`src/rtl/m_fifo_drain.sv`:
```
// Pop-side consumer for m_fifo: pops words when allowed and serializes each
// WIDTH-bit word into RATIO narrower valid/ready beats, LSB slice first.
module m_fifo_drain #(
  parameter int WIDTH = 4,
  parameter int RATIO = 2
) (
  input  logic                     clk,
  input  logic                     rst,
  input  logic                     enable,
  input  logic                     fifo_empty,
  input  logic [WIDTH-1:0]         fifo_pop_data,
  output logic                     fifo_pop,
  output logic                     out_valid,
  input  logic                     out_ready,
  output logic [WIDTH/RATIO-1:0]   out_data,
  output logic                     out_last,
  output logic                     busy
);

  localparam int OUT_W = WIDTH / RATIO;
  localparam int CNT_W = (RATIO > 1) ? $clog2(RATIO) : 1;

  typedef enum logic {
    S_IDLE   = 1'b0,
    S_ACTIVE = 1'b1
  } state_e;

  state_e             state_q, state_d;
  logic [WIDTH-1:0]   word_q, word_d;
  logic [CNT_W-1:0]   beat_q, beat_d;

  logic last_beat;
  logic acc;
  logic load;

  assign out_valid = (state_q == S_ACTIVE);
  assign busy      = out_valid;
  assign last_beat = (beat_q == CNT_W'(RATIO - 1));
  assign out_last  = out_valid & last_beat;
  assign acc       = out_valid & out_ready;

  // A new word may enter when idle, or in the same cycle the last beat of the
  // current word is taken, which gives back-to-back words with no bubble.
  assign load     = ~rst & enable & ~fifo_empty & (~out_valid | (acc & last_beat));
  assign fifo_pop = load;

  // Beat selection as an explicit compare-and-pick so non-power-of-two
  // RATIO values never index past the last slice.
  always_comb begin
    out_data = '0;
    for (int i = 0; i < RATIO; i++) begin
      if (beat_q == CNT_W'(i)) begin
        out_data = word_q[i*OUT_W +: OUT_W];
      end
    end
  end

  always_comb begin
    // NOTE: every next-state signal is defaulted to its current value before
    // any branch, so no path leaves it unassigned and no latch is inferred.
    state_d = state_q;
    word_d  = word_q;
    beat_d  = beat_q;

    if (load) begin
      word_d  = fifo_pop_data;
      beat_d  = '0;
      state_d = S_ACTIVE;
    end else if (acc) begin
      if (last_beat) begin
        state_d = S_IDLE;
        beat_d  = '0;
      end else begin
        beat_d = beat_q + CNT_W'(1);
      end
    end
  end

  always_ff @(posedge clk) begin
    // NOTE: state registers use non-blocking assignments so every flop samples
    // the pre-edge values regardless of process evaluation order.
    if (rst) begin
      state_q <= S_IDLE;
      word_q  <= '0;
      beat_q  <= '0;
    end else begin
      state_q <= state_d;
      word_q  <= word_d;
      beat_q  <= beat_d;
    end
  end

endmodule

```
`config.mk`:
```
export PLATFORM = sky130hd
export DESIGN_NAME = m_fifo_drain
export DESIGN_NICKNAME = d
export VERILOG_FILES = /design/src/rtl/m_fifo_drain.sv
export SDC_FILE = /design/constraint.sdc
export NUM_CORES = 1
export LEC_CHECK = 0
export CAP_MARGIN = 20
export CORE_AREA = 2 2 39 41
export DETAILED_ROUTE_END_ITERATION = 8
export DIE_AREA = 0 0 41 43
export GPL_ROUTABILITY_DRIVEN = 0
export PLACE_DENSITY = 0.55
export SYNTH_ARGS = -nofsm -noshare
export SYNTH_HDL_FRONTEND = slang
export SYNTH_SLANG_ARGS = --single-unit
```
`constraint.sdc`:
```
create_clock -name clk -period 2.63 [get_ports clk]
set_clock_uncertainty 0.1 [all_clocks]
set_input_delay 0.6575 -clock clk [delete_from_list [all_inputs] [get_ports clk]]
set_output_delay 0.6575 -clock clk [all_outputs]
set_load 0.005 [all_outputs]
```
==> run metrics, run 1 <==
status=finished clean; Synthesis Warnings=0; core area=around 1400 µm²; sequential area share after synthesis=about two fifths; Crit Path Max Fanout=2; Area growth syn-to-layout=63.9%; CP Launch Type=primary input; endpoints failing setup=0; Final nets=57; CTS tree=yes; setup bufs post-CTS=0; Distinct cells, synth=16; cell count after synthesis=28; port bufs=14; Syn Nets=37; r2r endpoint=word_q[3]; post-route minimum period=2.58 ns; number of remaining DRC errors=0; Peak VDD IR=around 0.00028 V; Routed WL=between 600 and 700 µm; RSZ-0062 raised after global routing=no; Avg Inst Size Synth=between 10 and 15 µm²; DRT Pass-1 Iters=1; Die Area=about 1800 µm²; largest net degree at the start of global routing=7; Least-Margin Pin Slew=0.165 ns; Vias=between 200 and 250; mapped cell area=between 300 and 400 µm²; CTS buffer count=3; power per cell area=about 460 nW/µm²; fill count=137; Max Clk Rate=~390 MHz; Synth top area share=between 30% and 40%; CTS sink cnt=6; WP data arrival=1.82 ns; Hold Crit Class=reg -> reg; Slew Viols, Final=0; hold buffers post-CTS=0; Starting Density=roughly 23%; fin crit share=between 90 and 100%; leakage power=roughly 0.00024 µW; Initial DRC Count=0; WL/cell=9.77 µm; Die Width=about 41 µm; number of max-cap violations=0; worst r2r path cells=4; Tot Pwr=233 µW; Max clock buf depth=2; gr usage total=about a tenth; Worst-Skew Late Latency=approximately 0.24 ns; Setup crit end kind=primary output; most frequent cells in the layout=11 x clkdlybuf4s50_1, 6 x dfxtp_1, 4 x nor2b_1, 4 x mux2_4; clock root cell=clkbuf_4; post-synth top area cell=dfxtp_1; clock slew at reported path FFs=~0.050 ns; worst hold start=word_q[2]; antenna violations before repair=0; Setup CP Type=in -> out; layout cells sized above 1=between 30% and 40%; row count=14; total gr overflow=0; Seq cells post-synth=6; FF-to-FF Start=busy; final hold vios=0; Reg2Reg Setup Slack=around 1.1 ns; cells taking the most area after synthesis=dfxtp_1 39%, mux2_4 19%, nor2b_1 8.0%; CP required=roughly 1.9 ns; first-pass GRT wire length=approximately 1100 µm; number of nets still failing antenna checks after routing=0; WHS Endpoint=word_q[2]; H-tree levels=1; vias per cell=3.87; cell depth of the worst hold path=2; IO Pins=15; vias in the first global route=265; worst hold slack=approximately 0.5 ns; # diodes=0; worst rel slew slack=between 80% and 90%; Die H=approximately 43 µm; commonest non-fill, non-tap cell in the layout=clkdlybuf4s50_1
[registers in the layout (all words and copies together), names as in the netlist]
register	flops
word_q	4
busy	1
beat_q	1
[worst max-delay path by stage]
stage | depth (start not counted) | from | slack [ns] | endpoint
5_1_grt | 5 | fifo_empty | 0.005 | fifo_pop
3_5_place_dp | 5 | out_ready | -0.28 | fifo_pop
3_3_place_gp | 5 | out_ready | -0.26 | fifo_pop
4_1_cts | 5 | fifo_empty | 0.04 | fifo_pop
2_1_floorplan | 4 | fifo_empty | 0.57 | fifo_pop
6_report | 5 | fifo_empty | 0.05 | fifo_pop
[power by group]
group          switching [µW]  internal [µW]
Sequential               3.17           96.5
Clock                    35.4           51.8
Combinational            12.8           32.9
[through the flow]
step	area, µm²	setup TNS, ns	util [%]	instances	setup slack, ns
final	510	0	36.9	62	0.0488
after floorplan	312	0	-	28	0.569
after CTS	495	0	35.8	62	0.0412
after detailed placement	475	-0.281	34.4	59	-0.281
after global routing	510	0	36.9	62	0.00485
after global placement	475	-0.262	34.4	59	-0.262
[cells by family after synthesis]
kind of cell	after synthesis	synth area share [%]
and+or+nand+nor	11	21.3
muxes	6	26.5
DFF	6	38.6
buffers and inverters	3	7.23
AOI/OAI and AO/OA	1	3.61
xor gates and xnor gates	1	2.81
[routing by layer]
metal,up-vias,share of wire [%],track usage [%]
met2,6,49,13.4
met4,0,0,10.0
met3,0,4.0,3.14
li1,132,-,-
met5,-,0,0
met1,102,47,11.7
[cells in the mapped netlist (all sizes together)]
cell type	number
nand2b	1
a21boi	1
nor2	1
xor2	1
nand2	1
dfxtp	6
and2b	1
buf	2
or3	1
inv	1
mux2	6
nor3	1
and2	1
nor2b	4
[cell type report]
type	count	area, µm²	area share, %
sequential	6	120	23.5
tap	16	20.0	3.92
clock buffer	3	22.5	4.41
timing repair buffer	17	163	31.9
multi-input combinational	19	181	35.5
inverter	1	3.75	0.735
[repair_timing]
action | in CTS | in global routing
setup endpoints to repair | 1 | 1
resized for setup | 2 | 3
gates cloned | 0 | 0
endpoints found under the hold margin | 0 | 0
[critical path: stages]
cell and delay [ns]:
clkdlybuf4s50_1 0.40, nand2b_4 0.14, or3_4 0.32, inv_1 0.08, dlygate4sd2_1 0.23
(Power assumes the default switching activity.)
==> run 2, diff against run 1 <==
--- a/config.mk
+++ b/config.mk
@@ -5,7 +5,7 @@
 export SDC_FILE = /design/constraint.sdc
 export NUM_CORES = 1
 export LEC_CHECK = 0
-export CAP_MARGIN = 20
+export CAP_MARGIN = 10
 export CORE_AREA = 2 2 39 41
 export DETAILED_ROUTE_END_ITERATION = 8
 export DIE_AREA = 0 0 41 43
==> results of run 2 <==
Final layout, timing and power as in run 1 (identical DEF).
==> run 3, diff against run 2 <==
--- a/config.mk
+++ b/config.mk
@@ -5,6 +5,7 @@
 export SDC_FILE = /design/constraint.sdc
 export NUM_CORES = 1
 export LEC_CHECK = 0
+export ABC_AREA = 1
 export CAP_MARGIN = 10
 export CORE_AREA = 2 2 39 41
 export DETAILED_ROUTE_END_ITERATION = 8
==> run 3 against run 2 <==
  * Sequential share of layout area down 1.9 points
  * Highest routed layer unchanged
  * Design area increased by 8.6%
  * Clock-buffer cell count did not move
  * Critical path depth rose by 1
  * Die area stayed put
  * Critical endpoint unchanged
==> run metrics, run 3 <==
Primary FF master, synth=dfxtp_1; RSZ-0062 raised after global routing=no; number of remaining DRC errors=0; Max Clk Rate=between 400 and 500 MHz; CP required=1.87 ns; Distinct cells, synth=14; CP delay by family, top=buffers and inverters; total gr overflow=0; Crit Path Max Fanout=2; Initial DRC Count=8; Syn Nets=55; post-route minimum period=approximately 2.4 ns; Least-Margin Pin Slew=~0.28 ns; met2 Use GR=roughly an eighth; endpoints failing setup=0; sequential area share after synthesis=about two fifths; number of max-cap violations=0; CTS sink cnt=6; fin crit share=just over 90%; DRT Pass-1 Iters=4; layout cells sized above 1=between 20% and 30%; Synth top area share=around two fifths; commonest cells in the netlist=13 x nand2_1, 6 x dfxtp_1, 6 x inv_1; H-tree levels=1; Slew Viols, Final=0; Post-synth EDFFs=0; Die Area=roughly 1800 µm²; Die H=~43 µm; Setup crit end kind=primary output; status=finished clean; power per cell area=approximately 430 nW/µm²; CP Launch Type=primary input; largest net degree at the start of global routing=8; Peak VDD IR=around 0.00016 V; clock root cell=clkbuf_4; cells taking the most area after synthesis=dfxtp_1 38%, nand2_1 16%, nand3_1 8.0%; worst rel slew slack=81.3%; Max clock buf depth=2; Starting Density=a little under a quarter; Tot Pwr=between 200 and 250 µW; Synthesis Warnings=0; Worst-Skew Late Latency=between 0.2 and 0.25 ns; post-synth top area cell=dfxtp_1; Final nets=just over 80; commonest non-fill, non-tap cell in the layout=nand2_1; final hold vios=0; Die Width=41 µm; Reg2Reg Setup Slack=between 1 and 1.5 ns; most frequent cells in the layout=13 x nand2_1, 12 x clkdlybuf4s50_1, 9 x buf_4; GRT busiest layer=met2; register with the most flip-flops=word_q; hold buffers post-CTS=0; first-pass GRT wire length=around 1200 µm; number of nets still failing antenna checks after routing=0; # diodes=0; antenna violations before repair=0; Worst path max stage delay=between 0.4 and 0.5 ns; port bufs=14; M1 GR Usage=~13%; Area growth syn-to-layout=76.5%; post-layout util=around two fifths; cell count after synthesis=46; WL/cell=between 8 and 9 µm; setup_tns=0 ns; max FFs per register=4; Setup CP Type=in -> out; Avg Inst Size Synth=about 6.8 µm²; IO Pins=15; asr flop ratio synth=0%; WP data arrival=approximately 1.7 ns; Crit path buffers/inverters=3; Hold Crit Class=reg -> reg; leakage power=0.000261 µW; Seq cells post-synth=6; Slowest cell on crit path=clkdlybuf4s50_1; crit-path cells=clkdlybuf4s50_1, nand2_2, nor2_4, nand2_4, inv_2, dlygate4sd2_1; gr usage total=a little over a tenth; mapped cell area=between 300 and 400 µm²; Vias=353; vias per cell=4.06; core area=around 1400 µm²; clock slew at reported path FFs=roughly 0.050 ns; vias in the first global route=between 200 and 300; met3 usage=between 6 and 7%; CTS buffer count=3; most common cell in the netlist=nand2_1; Routed WL=a little over 700 µm; detailed placement HPWL=between 500 and 600 µm; row count=14; CTS tree=yes
run 3: cell count changes in the layout (fill, tap and decap cells not counted), moves of 3 or more:
cell and delta:
buf_4 +6, inv_1 +5, mux2_4 -4, nand2_1 +12, nand3_1 +5, nor2_1 +3, nor2b_1 -4
run 3: routing by layer:
layer	vias to the layer above	part of all wire [%]
li1	194	-
met1	145	50
met2	14	41
met3	0	8.9
met4	0	0
met5	-	0
run 3: worst paths after layout:
path	start	end	cells past startpoint
max	enable	fifo_pop	6
min	word_q[1]	word_q[1]	4
max reg2reg	beat_q	busy	5
min reg2reg	word_q[1]	word_q[1]	4
run 3: final cells by class:
class / instances / area (µm²)
Inverter: 8 / 30.0
Multi-Input combinational cell: 31 / 156
Clock buffer: 3 / 22.5
Tap cell: 16 / 20.0
Fill cell: 167 / 830
Sequential cell: 6 / 120
Timing Repair Buffer: 23 / 205
run 3: stage by stage:
step / hold slack (ns) / instance area [µm²] / std cells / worst slack (ns)
floorplan: 0.390 / 314 / 46 / 0.843
global placement: 0.406 / 519 / 82 / -0.0808
global route: 0.443 / 554 / 87 / 0.122
finish: 0.418 / 554 / 87 / 0.206
detailed placement: 0.413 / 519 / 82 / -0.0680
CTS: 0.420 / 554 / 87 / 0.196
run 3: worst reg2reg max path, cell delays in order (launching register included):
cell     delay (ns)
dfxtp_1        0.47
nand3_2        0.12
nand2_2        0.11
buf_4          0.11
buf_4          0.12
o22ai_1        0.06
run 3: report_power, final:
part / internal, µW / switching [µW]
logic: 32.6 / 19.1
clock network: 51.6 / 32.8
registers: 96.8 / 5.34
total: 181 / 57.2
run 3: kinds of logic after synthesis:
group,count (synthesis),share of synthesized area (%)
buf+inv,9,12.0
compound gates,3,5.18
simple gates,28,44.6
flops,6,38.2
run 3: what timing repair did:
item | in CTS | in global routing
endpoints found under the hold margin | 0 | 0
gates resized for setup | 2 | 0
buffers inserted | 2 | 0
setup endpoints to repair | 1 | 0
